File: config.mk
export PLATFORM = sky130hd
export DESIGN_NAME = gray_step_decoder
export DESIGN_NICKNAME = d
export VERILOG_FILES = /design/src/rtl/gray_step_decoder.sv
export SDC_FILE = /design/constraint.sdc
export NUM_CORES = 1
export LEC_CHECK = 0
export BUFFER_PORTS_ARGS = -buffer_cell sky130_fd_sc_hd__buf_2
export CAP_MARGIN = 0
export CORE_MARGIN = 5
export CORE_UTILIZATION = 30
export CTS_CLUSTER_SIZE = 25
export DETAILED_ROUTE_END_ITERATION = 10
export SETUP_SLACK_MARGIN = 0.3
export SYNTH_ARGS = -nofsm -noshare
export SYNTH_HDL_FRONTEND = slang
export SYNTH_SLANG_ARGS = --single-unit
File: constraint.sdc
create_clock -name clk -period 2.1 [get_ports clk]
set_input_delay 0.315 -clock clk [delete_from_list [all_inputs] [get_ports clk]]
set_output_delay 0.315 -clock clk [all_outputs]
set_load 0.01 [all_outputs]
File: src/rtl/gray_step_decoder.sv
// Purpose: tracks a sampled Gray-coded position in binary, reporting legal single steps and flagging jumps.
// Latency: one cycle from a valid_in sample to the registered bin_out/dir/step/err/err_cnt/locked response.
// Backpressure: none; gray_in is consumed on every cycle with valid_in=1 and ignored otherwise.
module gray_step_decoder #(
  parameter int WIDTH = 3,
  parameter int ERR_W = 8
) (
  input  logic             clk,
  input  logic             reset,
  input  logic [WIDTH-1:0] gray_in,
  input  logic             valid_in,
  output logic [WIDTH-1:0] bin_out,
  output logic             dir,
  output logic             step,
  output logic             err,
  output logic [ERR_W-1:0] err_cnt,
  output logic             locked
);

  localparam logic [1:0] SYNC  = 2'd0;
  localparam logic [1:0] TRACK = 2'd1;
  localparam logic [1:0] FAULT = 2'd2;

  localparam logic [WIDTH-1:0] ONE     = {{(WIDTH-1){1'b0}}, 1'b1};
  localparam logic [ERR_W-1:0] ERR_MAX = {ERR_W{1'b1}};
  localparam logic [ERR_W-1:0] ERR_ONE = {{(ERR_W-1){1'b0}}, 1'b1};

  logic [1:0]       state;
  logic [WIDTH-1:0] prev;   // last accepted Gray word; always the Gray image of bin_out while tracking
  logic [WIDTH-1:0] cand;   // most recent Gray word seen while faulted
  logic [WIDTH-1:0] n_bin;
  logic [WIDTH-1:0] bin_up;
  logic [WIDTH-1:0] bin_dn;

  function automatic logic [WIDTH-1:0] g2b(input logic [WIDTH-1:0] g);
    logic [WIDTH-1:0] b;
    b[WIDTH-1] = g[WIDTH-1];
    for (int i = WIDTH - 2; i >= 0; i--) begin
      b[i] = b[i+1] ^ g[i];
    end
    return b;
  endfunction

  // Decode the incoming word and form the two legal neighbours (wrapping) of the tracked position.
  always_comb begin
    n_bin  = g2b(gray_in);
    bin_up = bin_out + ONE;
    bin_dn = bin_out - ONE;
  end

  // Sync/track/fault sequencing; pulses default low and only fire on a valid sample.
  always_ff @(posedge clk) begin
    if (reset) begin
      state   <= SYNC;
      prev    <= '0;
      cand    <= '0;
      bin_out <= '0;
      dir     <= 1'b1;
      step    <= 1'b0;
      err     <= 1'b0;
      err_cnt <= '0;
      locked  <= 1'b0;
    end else begin
      step <= 1'b0;
      err  <= 1'b0;
      if (valid_in) begin
        case (state)
          SYNC: begin
            prev    <= gray_in;
            bin_out <= n_bin;
            locked  <= 1'b1;
            state   <= TRACK;
          end
          TRACK: begin
            if (gray_in == prev) begin
              // same position: nothing to report
            end else if (n_bin == bin_up) begin
              prev    <= gray_in;
              bin_out <= n_bin;
              dir     <= 1'b1;
              step    <= 1'b1;
            end else if (n_bin == bin_dn) begin
              prev    <= gray_in;
              bin_out <= n_bin;
              dir     <= 1'b0;
              step    <= 1'b1;
            end else begin
              // Jump of more than one code: keep the last good position and wait for a stable word.
              err    <= 1'b1;
              cand   <= gray_in;
              locked <= 1'b0;
              state  <= FAULT;
              if (err_cnt != ERR_MAX) begin
                err_cnt <= err_cnt + ERR_ONE;
              end
            end
          end
          FAULT: begin
            // Two consecutive identical samples mean the source has settled; adopt it silently.
            if (gray_in == cand) begin
              prev    <= gray_in;
              bin_out <= n_bin;
              locked  <= 1'b1;
              state   <= TRACK;
            end else begin
              cand <= gray_in;
            end
          end
          default: begin
            state  <= SYNC;
            locked <= 1'b0;
          end
        endcase
      end
    end
  end

endmodule

### Word level (Yosys, flattened, before mapping)

Cells that the tools add are included.
W data, S select, Z words.

* flip-flop bits (word level): 23
* output and inout port bits: 15

* $add $sub $neg: 3
* eq/ne operators: 13
* muxes and demuxes: 30
* bitwise operators: 7
* reductions and logical operators: 11

Operator list (count)
* $mux W3: 12
* $pmux W3 S3: 2
* $eq A3 B3 Y1: 4
* $reduce_and A6 Y1: 2
* $ne A2 B2 Y1 const B: 5
* $reduce_and A5 Y1: 2
* $mux W1: 9
* $add A8 B1 Y8 const B: 1
* $mux W2: 4
* $ne A8 B8 Y1 const B: 1
* $pmux W2 S3: 1
* $pmux W3 S2: 1
* $not A1 Y1: 5
* $reduce_or A5 Y1: 1
* $reduce_and A4 Y1: 1
* $reduce_bool A2 Y1: 2
* $reduce_or A4 Y1: 1
* $add A3 B1 Y3 const B: 1
* $ne A3 B3 Y1 const B: 1
* $pmux W1 S3: 1
* $reduce_bool A3 Y1: 1
* $sub A3 B1 Y3 const B: 1
* $eq A2 B1 Y1 const B: 1
* $eq A2 B2 Y1 const B: 1
* other kinds (2): 3

### Logic depth before layout (Yosys ltp)

* depth in word-level cells: 7
* mapped depth: 9
* depth with buffers taken out: 7

### Worst setup path before layout

OpenSTA, ideal clock, no wires.

* kind: reg-to-reg
* start point: register bin_out[0]
* end point: register cand[0]
* arrival: 2180 ps
* data required time: 1979 ps
* path slack: -200 ps
* cell stages (with the launch flop): 7
* path buffers: 0
* cell sequence: dfxtp_1 > ha_1 > and3_2 > o41a_1 > or3_4 > o211ai_4 > mux2_2

* cells in the longest elaborated chain, start to end: 4
* elaborated cells between the ends (all ways): 7
* those cells by class: add/sub (2); eq/ne (4); reduce/logical (1)

Ends and longest elaborated chain
* from (decl): line 12 `output logic [WIDTH-1:0] bin_out,`
* from (signal assigned): line 70 `bin_out <= n_bin;`
* from (signal assigned): line 79 `bin_out <= n_bin;`
* from (signal assigned): line 84 `bin_out <= n_bin;`
* $sub A3 B1 Y3 / $add A3 B1 Y3 (equally long branches): line 48, 47
* $eq A3 B3 Y1 (on tied branches): line 82, 77
* $ne A2 B2 Y1 (no source line)
* $reduce_and A6 Y1 (no source line) (*)
* to (signal assigned): line 90 `cand <= gray_in;`
* to (signal assigned): line 106 `cand <= gray_in;`
* to (decl): line 30 `logic [WIDTH-1:0] cand;`

Mark *: on every way between the ends. The rest lies on a longest branch, timed or not.
A chain may end at the register's enable or synchronous reset.

### Worst setup path in the final report

* start point: register bin_out[0]
* end point: register err_cnt[2]

* cells in the longest elaborated chain, start to end: 4
* elaborated cells between the ends (all ways): 7
* those cells by class: add/sub (2); eq/ne (2); bitwise (2); reduce/logical (1)

Ends and longest elaborated chain
* $sub A3 B1 Y3 / $add A3 B1 Y3 (equally long branches): line 48, 47
* $eq A3 B3 Y1 (on tied branches): line 82, 77
* $not A1 Y1 (no source line)
* $reduce_and A6 Y1 (no source line) (*)
* to (signal assigned): line 94 `err_cnt <= err_cnt + ERR_ONE;`
* to (decl): line 16 `output logic [ERR_W-1:0] err_cnt,`

Marked as above.

==> impl_metrics.env <==
export IMPL_placed_cell_area_sq_um=1960
export IMPL_timing_critical_path_from_type="flip-flop"
export IMPL_fin_crit_sh=1.05
export IMPL_mappedNetlistArea_sq_um=1570
export IMPL_timing_slew_headroom=0.495
export IMPL_setup_ws_ns=-0.110
export IMPL_clkSlewWorstSetupHoldPaths_ns=0.09
export IMPL_cp_data_required_time_ns=2.27
export IMPL_drc=0
export IMPL_ffs_latches_synth=22
export IMPL_hold_viol_final=0
export IMPL_final_layout_size_suffix_gt1_frac=0.426
export IMPL_post_synth_inst_count=186
export IMPL_synthesis_nets=195
export IMPL_grt_pass1_wl_um=6670
export IMPL_layout_filler_cells=528
export IMPL_route_antenna_remaining_nets=0
export IMPL_initial_util=0.307
export IMPL_critical_path_startpoint="bin_out[0]$_SDFFE_PP0P_"
export IMPL_grt_start_max_net_pins=47
export IMPL_cp_end_kind="flip-flop"
export IMPL_timing_critical_path_arrival_ns=2.38
export IMPL_die_area_sq_um=6770
export IMPL_die_x_um=82.3
export IMPL_power_density_cell_area_nw_per_um2=812
export IMPL_ys_async_sr_fraction=0
export IMPL_worst_clock_skew_on_the_final_layout_ns=0.00245
export IMPL_route_vias_total=1469
export IMPL_netlist_cell_type_count=44
export IMPL_outcome="finished with violations"
export IMPL_dominant_synthesized_flop_cell="sky130_fd_sc_hd__dfxtp_1"
export IMPL_port_buffers=20
export IMPL_maxClockFrequency_mhz=452
export IMPL_wl_per_cell_um=13.7
export IMPL_hold_path_startpoint="valid_in"
export IMPL_leakage_nw=0.883
export IMPL_synth_area_per_cell_sq_um=8.43
export IMPL_cts_tree="done"
export IMPL_syn2layout_area_growth_pct=39.8
export IMPL_clk_insertion_delay_late_ns=0.27
export IMPL_antenna_found_initial=0
export IMPL_routabilityCongestion=0.785
export IMPL_slew_violations=0
export IMPL_total_chip_power_mw=1.78
export IMPL_grt_ovfl_total=0
export IMPL_gr_usage_all_layers=0.127
export IMPL_hp_class="in -> reg"
export IMPL_drt_iter0_drc=65
export IMPL_n_antenna_cell=0
export IMPL_worst_path_max_fanout=5
export IMPL_count_of_flip_flops_with_a_built_in_enable_after_synthesis=0
export IMPL_cts_inserted_buffers=3
export IMPL_grt_pass1_vias=1407
export IMPL_chip_height_um=82.3
export IMPL_place_detailed_hpwl_um=2790
export IMPL_violations="negative setup slack"
export IMPL_top_level_ports=21
export IMPL_ys_warnings_count=0
export IMPL_largest_voltage_drop_on_the_vdd_net_uv=387
export IMPL_setup_violations_final=14
export IMPL_clock_tree_buffer_depth=2
export IMPL_critical_path_class="reg -> reg"
export IMPL_synth_seq_area_share=0.281
export IMPL_r2r_start="bin_out[0]$_SDFFE_PP0P_"
export IMPL_via_per_inst=5.01
export IMPL_htree_levels=1
export IMPL_nets=233
export IMPL_max_cap_violations=0
export IMPL_cts_sinks=22
export IMPL_floorplan_rows=26
export IMPL_root_buffer_cell="sky130_fd_sc_hd__clkbuf_8"
export IMPL_post_route_min_period_ns=2.21
export IMPL_firstDrtPassIters=4
export IMPL_sum_of_routed_wire_length_over_all_layers_um=4010
export IMPL_postLayoutCellArea_sq_um=2190
export IMPL_fp_coreArea_sq_um=5110
export IMPL_grt_setup_unrepaired="true"
export IMPL_max_slew_worst_pin_slew_ns=0.758
-- critical path, cell delays in order (launching register included) --
cell and delay, ns:
sky130_fd_sc_hd__dfxtp_4 0.38, sky130_fd_sc_hd__ha_4 0.17, sky130_fd_sc_hd__and3_4 0.17, sky130_fd_sc_hd__o41a_1 0.42, sky130_fd_sc_hd__buf_4 0.16, sky130_fd_sc_hd__nor3_4 0.30
sky130_fd_sc_hd__buf_6 0.19, sky130_fd_sc_hd__nor3_4 0.04, sky130_fd_sc_hd__mux2_4 0.28
-- synth_stat cells, types with 3 or more instances --
cell                       number  area (sq um)
sky130_fd_sc_hd__nor3b_1        3          22.5
sky130_fd_sc_hd__inv_1          3          11.3
sky130_fd_sc_hd__nand3b_1       3          22.5
sky130_fd_sc_hd__or3b_2         3          26.3
sky130_fd_sc_hd__and3_1         3          18.8
sky130_fd_sc_hd__nor2b_1       14          87.6
sky130_fd_sc_hd__nand2_1       11          41.3
sky130_fd_sc_hd__nor2_1        15          56.3
sky130_fd_sc_hd__a311oi_1       3          26.3
sky130_fd_sc_hd__nand2b_1       5          31.3
sky130_fd_sc_hd__or4b_2         3          30.0
sky130_fd_sc_hd__a211o_1        5          43.8
sky130_fd_sc_hd__xnor2_1        8          70.1
sky130_fd_sc_hd__mux2_2         9           101
sky130_fd_sc_hd__mux2i_1        4          40.0
sky130_fd_sc_hd__nand3_1        9          45.0
sky130_fd_sc_hd__buf_2          5          25.0
sky130_fd_sc_hd__ha_1           3          37.5
sky130_fd_sc_hd__nand4_1       11          68.8
sky130_fd_sc_hd__nor3_1        10          50.1
sky130_fd_sc_hd__clkbuf_1       8          30.0
sky130_fd_sc_hd__dfxtp_1       22           440
-- report_power, final --
group	leakage (nW)	internal (mW)	total, mW	switching, mW
clock network	0.0339	0.207	0.371	0.163
registers	0.181	0.463	0.515	0.0522
logic	0.669	0.428	0.894	0.465
-- per-layer routing --
layer | up-vias | GRT usage | routed length [um]
met5 | - | 0 | 0
met4 | 0 | 0.0482 | 97
met3 | 8 | 0.0249 | 174
met2 | 27 | 0.204 | 1930
met1 | 693 | 0.166 | 1800
li1 | 741 | - | -
-- stage by stage --
step	util	TNS (ns)	setup WS [ns]	cells	hold slack, ns
floorplan	-	-0.162	-0.0541	186	0.486
global placement	0.384	-0.459	-0.0877	282	0.457
detailed placement	0.384	-0.570	-0.121	282	0.458
CTS	0.418	-0.935	-0.108	291	0.383
global route	0.429	-2.37	-0.168	293	0.396
finish	0.429	-0.951	-0.110	293	0.387
-- repair_timing --
action                     CTS  global route
buffers inserted             5             2
gates resized for setup     13             6
setup endpoints to repair   22            22
hold buffers                 0             0
pin swaps                    6             7
-- layout by cell type (no fill, tap or decap), types with 5 or more instances in the layout --
cell	netlist	routed
sky130_fd_sc_hd__xnor2_1	8	8
sky130_fd_sc_hd__dfxtp_1	22	20
sky130_fd_sc_hd__nor3_4	0	7
sky130_fd_sc_hd__nor2_1	15	15
sky130_fd_sc_hd__nand2_1	11	11
sky130_fd_sc_hd__nand3_1	9	8
sky130_fd_sc_hd__a211o_1	5	5
sky130_fd_sc_hd__nand2b_1	5	5
sky130_fd_sc_hd__nand4_1	11	11
sky130_fd_sc_hd__nor2b_1	14	14
sky130_fd_sc_hd__buf_4	2	26
sky130_fd_sc_hd__mux2_4	0	6
sky130_fd_sc_hd__buf_2	5	20
-- cells by family (layout without fill, tap and decap cells) --
group	after synthesis	count (layout)	share of synthesized area
compound gates	20	20	0.114
mux	13	13	0.0902
xor+xnor	11	11	0.0702
buf+inv	20	57	0.0662
fa+ha+maj	3	3	0.0239
simple gates	97	97	0.354
flops	22	22	0.281
-- sequential cells by signal (all words and copies together), names as in the netlist --
name / flops
step: 1
err: 1
prev: 2
dir: 1
cand: 3
state: 2
err_cnt: 8
bin_out: 3
locked: 1
-- area by class of cell --
cell class	instances	area [sq um]	share of cell area
Inverter	3	16.3	0.00742
Timing Repair Buffer	50	340	0.155
Multi-Input combinational cell	144	1230	0.563
Clock buffer	4	66.3	0.0303
Tap cell	70	87.6	0.0400
Sequential cell	22	448	0.204
-- final timing paths --
check,cells after the start,end,slack [ns]
setup / recovery,8,err_cnt[2]$_SDFFE_PP0P_,-0.11
hold / removal,3,locked$_SDFFE_PP0P_,0.39
setup reg to reg,8,err_cnt[2]$_SDFFE_PP0P_,-0.11
hold reg to reg,2,locked$_SDFFE_PP0P_,0.48
Power figures use the tool's default switching activity.
